[config.mk]
export PLATFORM = sky130hd
export DESIGN_NAME = shift_add_mult_ctrl
export DESIGN_NICKNAME = d
export VERILOG_FILES = /design/src/rtl/mult_ctrl_pkg.sv /design/src/rtl/nbit_adder_co.sv /design/src/rtl/shift_add_mult_ctrl.sv
export SDC_FILE = /design/constraint.sdc
export NUM_CORES = 1
export LEC_CHECK = 0
export CAP_MARGIN = 10
export CORE_ASPECT_RATIO = 1.25
export CORE_MARGIN = 4
export CORE_UTILIZATION = 51
export DETAILED_ROUTE_END_ITERATION = 6
export HOLD_SLACK_MARGIN = 0.1
export PLACE_DENSITY = 0.73
export SLEW_MARGIN = 20
export SYNTH_ARGS = -nofsm -noshare
export SYNTH_HDL_FRONTEND = slang
export SYNTH_HIERARCHICAL = 1
export SYNTH_SLANG_ARGS = --single-unit
[constraint.sdc]
create_clock -name clk -period 10.6 [get_ports clk]
set_clock_uncertainty 0.1 [all_clocks]
set_input_delay 3.18 -clock clk [delete_from_list [all_inputs] [get_ports clk]]
set_output_delay 3.18 -clock clk [all_outputs]
set_load 0.05 [all_outputs]
[src/rtl/mult_ctrl_pkg.sv]
// Shared definitions for the shift-and-add multiplier: FSM encoding, default width,
// and the half/full adder cell functions used by the ripple adder.
package mult_ctrl_pkg;

   localparam int MULT_N = 8;

   typedef enum logic [1:0] {
      S_IDLE  = 2'd0,
      S_ADD   = 2'd1,
      S_SHIFT = 2'd2,
      S_DONE  = 2'd3
   } state_t;

   // Both cells return {carry, sum}.
   function automatic logic [1:0] half_add(input logic x, input logic y);
      return {x & y, x ^ y};
   endfunction

   function automatic logic [1:0] full_add(input logic x, input logic y, input logic ci);
      return {(x & y) | (ci & (x ^ y)), x ^ y ^ ci};
   endfunction

endpackage

[src/rtl/nbit_adder_co.sv]
// Combinational N-bit ripple adder with carry-out, half adder on bit 0, full adders above.
// Latency: zero cycles; backpressure: none (pure logic).
module nbit_adder_co
   import mult_ctrl_pkg::*;
#(
   parameter int N = MULT_N
) (
   input  logic [N-1:0] a,
   input  logic [N-1:0] b,
   output logic [N-1:0] sum,
   output logic         cout
);

   logic [N:1] carry;

   genvar i;
   generate
      for (i = 0; i < N; i++) begin : g_bit
         if (i == 0) begin : g_ha
            assign {carry[1], sum[0]} = half_add(a[0], b[0]);
         end else begin : g_fa
            assign {carry[i+1], sum[i]} = full_add(a[i], b[i], carry[i]);
         end
      end
   endgenerate

   assign cout = carry[N];

endmodule

[src/rtl/shift_add_mult_ctrl.sv]
// Sequential unsigned shift-and-add multiplier sharing one N-bit adder over N ADD/SHIFT pairs.
// Latency: done 2N+1 cycles after accept; backpressure: start is ignored while busy, no queueing.
module shift_add_mult_ctrl
   import mult_ctrl_pkg::*;
#(
   parameter int N = MULT_N
) (
   input  logic           clk,
   input  logic           rst_n,
   input  logic           start,
   input  logic [N-1:0]   multiplicand,
   input  logic [N-1:0]   multiplier,
   output logic           busy,
   output logic           done,
   output logic [2*N-1:0] product
);

   localparam int CW = $clog2(N + 1);

   state_t        state;
   logic [N-1:0]  a_reg;
   logic [N-1:0]  p_hi;
   logic [N-1:0]  q_reg;
   logic          c_reg;
   logic [CW-1:0] count;

   logic [N-1:0]  add_sum;
   logic          add_cout;

   nbit_adder_co #(.N(N)) u_adder (
      .a    (p_hi),
      .b    (a_reg),
      .sum  (add_sum),
      .cout (add_cout)
   );

   assign busy = (state != S_IDLE);

   always_ff @(posedge clk) begin
      if (!rst_n) begin
         state   <= S_IDLE;
         a_reg   <= '0;
         p_hi    <= '0;
         q_reg   <= '0;
         c_reg   <= 1'b0;
         count   <= '0;
         done    <= 1'b0;
         product <= '0;
      end else begin
         done <= 1'b0;
         case (state)
            S_IDLE: begin
               if (start) begin
                  a_reg <= multiplicand;
                  q_reg <= multiplier;
                  p_hi  <= '0;
                  c_reg <= 1'b0;
                  count <= CW'(N);
                  state <= S_ADD;
               end
            end
            S_ADD: begin
               if (q_reg[0]) begin
                  {c_reg, p_hi} <= {add_cout, add_sum};
               end else begin
                  c_reg <= 1'b0;
               end
               state <= S_SHIFT;
            end
            S_SHIFT: begin
               {c_reg, p_hi, q_reg} <= {1'b0, c_reg, p_hi, q_reg[N-1:1]};
               count <= count - 1'b1;
               // Product is captured from the final shift so it is visible during DONE.
               if (count == CW'(1)) begin
                  product <= {c_reg, p_hi, q_reg[N-1:1]};
                  done    <= 1'b1;
                  state   <= S_DONE;
               end else begin
                  state <= S_ADD;
               end
            end
            S_DONE: begin
               state <= S_IDLE;
            end
            default: begin
               state <= S_IDLE;
            end
         endcase
      end
   end

endmodule

==> impl_metrics.yaml, run 1 <==
run_status:
  status: "completed"
cts:
  cts_buffers: 5
  postCtsHoldBufs: 0
  clockBufferDepth: 2
  cts_resized: 0
  cts.sinks: 48
  cts_tree: "yes"
  cts_setup_buffers: 0
  path_clk_slew_ps: 90
  cts_max_level: 2
  clk_latency_ps: 300
  cts-root-buf: "clkbuf_8"
cells_and_area:
  antennaDiodeCount: 0
  largest-register: "product"
  nNetsFinal: 324
  final_common_cell: "nand2_1"
  stdcell_area_um2: 2719
  nFillCells: 367
  multiInputGateArea_um2: 1141
  utilization_pct: 64.79
  layoutNonFillerInstCount: 346
  layout_common_cells: "51 x nand2_1, 48 x dfxtp_1, 37 x a21oi_1"
  seqCellArea_um2: 960.9
  largest_register_ffs: 16
  drive_above_1_share_pct: 4.138
  area_delta_synth_final_pct: 20.45
setup_path:
  slowest_stage: "clkdlybuf4s50_1"
  crit_path_frequent_cell: "inv_1"
  rrSetupSlack_ps: 6840
  end_kind: "primary output"
  regToRegEndpoint: "p_hi[7]"
  max_stage_delay_ps: 800
  r2r-start: "p_hi[0]"
  startpoint_type: "flop"
  rr_worst_depth: 15
  cp_data_arrival_time_ps: 2130
  worst-path-max-fanout: 14
  worstPathRequired_ps: 7320
  path_cells: "inv_1 -> ha_1 -> inv_1 -> clkdlybuf4s50_1"
  path_class: "reg -> out"
die:
  fp.dieArea_um2: 5561
  core-area_um2: 4197
  fp.dieW_um: 67.51
  ios: 37
  start_util_pct: 53.79
  dieHeight_um: 82.38
  rows: 26
synth:
  synth_area_per_cell_um2: 8.648
  synth_nets: 296
  ys_seq_area_share_pct: 42.57
  yosysUniqueCellTypes: 31
  yosys_warnings: 6
  syn-instance-count: 261
  syn-cell-area_um2: 2257
  ys_ff_latch: 48
sta:
  hold_viol: 0
  period_needed_ps: 5405
  setup_tns_ps: 0
  min_period_over_period_pct: 50.99
  fmax_mhz: 185.0
  setup_viol: 0
  hold_ws_ps: 357.7
  rsz0062_at_grt: "no"
  drv_slew: 0
  tightest_slew_ps: 930.7
  slew-limit-headroom_pct: 37.95
global_route:
  antenna_found_initial: 0
  use_met2_pct: 31.06
  grt_pass1_wl_um: 7472
  overflow: 0
  first_global_vias: 1652
  use_met1_pct: 21.50
  busiest_layer: "met2"
  grt_max_degree: 41
  track_usage_pct: 17.55
  use_met3_pct: 3.248
route:
  first_pass_iters: 4
  drt_iter0_drc: 105
  ant_nets: 0
  routedWlPerCell_um: 13.10
  dr_total_vias: 1814
  wl_um: 4534
  drc: 0
  viasPerCell: 5.243
place:
  gp_routability_congestion: 0.7621
  numPortBuffers: 36
  dp_hpwl_um: 3190
  placedCellCount: 338
  place_area_um2: 2604
worst_hold_path:
  hold_path_class: "reg -> reg"
  min_path_cells: 2
  min_to: "product[3]"
  worstHoldStart: "product[3]"
power:
  power_density_nw_per_um2: 177.8
  p_leak_uw: 0.0009943
  vdd_ir_drop_max_v: 0.0001058
flow_run:
  cap_violations: 0
==> report_power, final <==
part	leakage (uW)	switching, uW	internal (uW)
clock network	0.0000548	65.2	71.1
registers	0.000391	16.3	199
logic	0.000549	82.5	49.1
total	0.000994	164	319
==> how the worst max path moves through the flow <==
stage,startpoint,endpoint,slack [ps],depth (start not counted)
after floorplan,state[0],busy,6130,4
after global placement,start,p_hi[1],5430,5
after detailed placement,start,p_hi[4],5330,5
after CTS,state[0],busy,5190,4
after global routing,state[1],busy,5080,4
final,state[0],busy,5190,4
==> critical path: cells and delay by family, from the launching register on <==
kind | cells | cell delay, ps
flip-flops | 1 | 430
adder cells (fa/ha/maj) | 1 | 370
buffers and inverters | 3 | 1020
==> per-layer routing <==
layer | part of all wire (%) | vias to the layer above
met2 | 49 | 44
met5 | 0 | -
li1 | - | 928
met4 | 1.3 | 0
met1 | 45 | 836
met3 | 4.7 | 6
==> cell type report <==
type | count | share of cell area [%]
Tap cell | 56 | 2.577
Clock buffer | 5 | 2.531
Timing Repair Buffer | 37 | 13.53
Inverter | 17 | 2.347
Multi-Input combinational cell | 180 | 41.97
Sequential cell | 48 | 35.34
Clock inverter | 3 | 1.703
==> stage by stage <==
step / power (uW) / worst slack, ps
3_3_place_gp: 347.6 / 5427
5_1_grt: 512.8 / 5083
2_1_floorplan: 324.6 / 6132
3_5_place_dp: 351.4 / 5333
4_1_cts: 487.2 / 5186
6_report: 483.3 / 5195
==> cell families after synthesis <==
kind of cell | Yosys count | synth area share (%)
AO/OA/AOI/OAI | 62 | 17.41
adder cells (fa/ha/maj) | 16 | 11.20
buffers and inverters | 33 | 6.873
flip-flops | 48 | 42.57
multiplexers | 8 | 3.548
AND/OR/NAND/NOR | 94 | 18.40
==> cell usage after synthesis (all sizes together) <==
master / n / area, um^2
a211o: 1 / 8.760
a211oi: 10 / 92.59
a21oi: 37 / 185.2
a22o: 8 / 70.07
a22oi: 1 / 7.510
a311oi: 1 / 8.760
and3: 1 / 6.260
buf: 9 / 60.05
clkbuf: 7 / 31.28
dfxtp: 48 / 960.9
fa: 7 / 140.1
ha: 9 / 112.6
inv: 17 / 63.81
mux2i: 8 / 80.08
nand2: 51 / 191.4
nand2b: 4 / 25.02
nand3: 19 / 95.09
nand3b: 1 / 7.510
nand4: 1 / 6.260
nor2: 15 / 72.57
nor2b: 1 / 6.260
nor3: 1 / 5.000
o21ai: 4 / 20.02
Note: power is estimated with default switching activity, not from simulation.
==> run 2, diff against run 1 <==
- CORE_UTILIZATION: 51 -> 47
- PLACE_DENSITY: 0.73 -> 0.7
- clock period: 10.6 -> 4.9 ns (I/O delays scaled with it)
==> run 2 against run 1 <==
Effect of this change:
- sequential share of layout area barely moved
- first-iteration DRC count decreased by 14%
- sequential cell count stayed put
- via count is 1.9% lower
- critical path depth is 11 higher
- final cell count rose by 0.58%
- count of clock-buffer cells in the layout unchanged
- worst setup slack worse by 4000 ps
- sequential power rose by 120%
- wire length shrank 2.1%
- register-to-register slack lost 5700 ps
- critical path type is now reg -> reg
- critical endpoint is now p_hi[7]
==> impl_metrics.yaml, run 2 (synthesis results as in run 1) <==
route:
  drc: 0
  dr_total_vias: 1780
  first_pass_iters: 4
  wl_um: 4441
  ant_nets: 0
  drt_iter0_drc: 90
  viasPerCell: 5.115
  routedWlPerCell_um: 12.76
sta:
  slew-limit-headroom_pct: 40.27
  setup_viol: 0
  period_needed_ps: 3732
  drv_slew: 0
  tightest_slew_ps: 895.9
  rsz0062_at_grt: "no"
  setup_tns_ps: 0
  hold_viol: 0
  min_period_over_period_pct: 76.16
  fmax_mhz: 268.0
cts:
  cts-root-buf: "clkbuf_8"
  cts.sinks: 48
  cts_tree: "yes"
  path_clk_slew_ps: 90
  postCtsHoldBufs: 0
  clk_latency_ps: 300
  cts_resized: 0
  clockBufferDepth: 2
  cts_buffers: 5
  cts_setup_buffers: 0
  cts_max_level: 2
place:
  gp_routability_congestion: 0.8319
  place_area_um2: 2606
  numPortBuffers: 36
  dp_hpwl_um: 3095
cells_and_area:
  stdcell_area_um2: 2718
  layout_common_cells: "51 x nand2_1, 48 x dfxtp_1, 37 x a21oi_1"
  largest-register: "product"
  drive_above_1_share_pct: 4.138
  nFillCells: 446
  area_delta_synth_final_pct: 20.40
  nNetsFinal: 324
  antennaDiodeCount: 0
  largest_register_ffs: 16
  final_common_cell: "nand2_1"
die:
  dieHeight_um: 85.48
  fp.dieW_um: 69.99
  rows: 27
  core-area_um2: 4527
  start_util_pct: 49.86
  fp.dieArea_um2: 5982
  ios: 37
setup_path:
  rrSetupSlack_ps: 1170
  cp_data_arrival_time_ps: 3860
  worst-path-max-fanout: 4
  crit_end: "p_hi[7]"
  max_stage_delay_ps: 410
  worstPathRequired_ps: 5030
  r2r-start: "p_hi[0]"
  crit_path_frequent_cell: "fa_1"
  path_cells: "ha_1 -> inv_1 -> fa_1 -> inv_1 -> fa_1 -> fa_1 -> fa_1 -> fa_1 -> fa_1 -> inv_1 -> fa_1 -> inv_1 -> a22o_1 -> nand3_1 -> a21oi_1"
  regToRegEndpoint: "p_hi[7]"
  slowest_stage: "fa_1"
  end_kind: "flop"
  crit_path_start: "p_hi[0]"
  rr_worst_depth: 15
  path_class: "reg -> reg"
  startpoint_type: "flop"
global_route:
  track_usage_pct: 16.45
  first_global_vias: 1692
  use_met3_pct: 4.147
  busiest_layer: "met2"
  overflow: 0
  grt_max_degree: 48
  grt_pass1_wl_um: 8004
  use_met1_pct: 21.84
  antenna_found_initial: 0
  use_met2_pct: 26.14
worst_hold_path:
  min_path_cells: 2
  hold_path_class: "reg -> reg"
  worstHoldStart: "product[5]"
flow_run:
  cap_violations: 0
power:
  power_density_nw_per_um2: 380.8
  p_leak_uw: 0.0009937
  vdd_ir_drop_max_v: 0.0003201
run_status:
  status: "completed"
-- run 2: through the flow --
stage / setup WS (ps) / power (uW) / std cells / util [%] / hold WS (ps)
floorplan: 1331 / 702.2 / 261 / - / 336.3
global placement: 1264 / 756.5 / 340 / 57.57 / 340.3
detailed placement: 1166 / 760.4 / 340 / 57.57 / 345.6
CTS: 1152 / 1044 / 348 / 60.03 / 358.0
global route: 983.0 / 1105 / 348 / 60.03 / 372.5
finish: 1168 / 1035 / 348 / 60.03 / 354.5
-- run 2: layout make-up --
class | count | area [um^2] | share of cell area (%)
clock buffer | 5 | 68.82 | 2.532
clock inverter | 3 | 42.54 | 1.565
inverter | 17 | 63.81 | 2.348
multi-input combinational | 180 | 1141 | 41.99
sequential | 48 | 960.9 | 35.36
tap | 58 | 72.57 | 2.670
timing repair buffer | 37 | 367.9 | 13.54
-- run 2: power by group --
group | switching, uW | internal, uW
Sequential | 33.7 | 431
Combinational | 179 | 106
Clock | 134 | 151
-- run 2: worst min-delay path by stage --
stage,end
floorplan,a_reg[1]
global placement,product[3]
detailed placement,product[5]
CTS,product[5]
global route,product[5]
finish,product[5]
-- run 2: critical path: cells and delay by family, from the launching register on --
family | cells | cell delay, ps
flops | 1 | 350
compound gates | 2 | 230
buf+inv | 4 | 240
simple gates | 1 | 70
fa+ha+maj | 8 | 2670
-- run 2: metal layers --
layer | wire, um | share of wire, %
met1 | 2100 | 47
met5 | 0 | 0
met2 | 2065 | 46
met3 | 230 | 5.2
met4 | 44 | 0.99
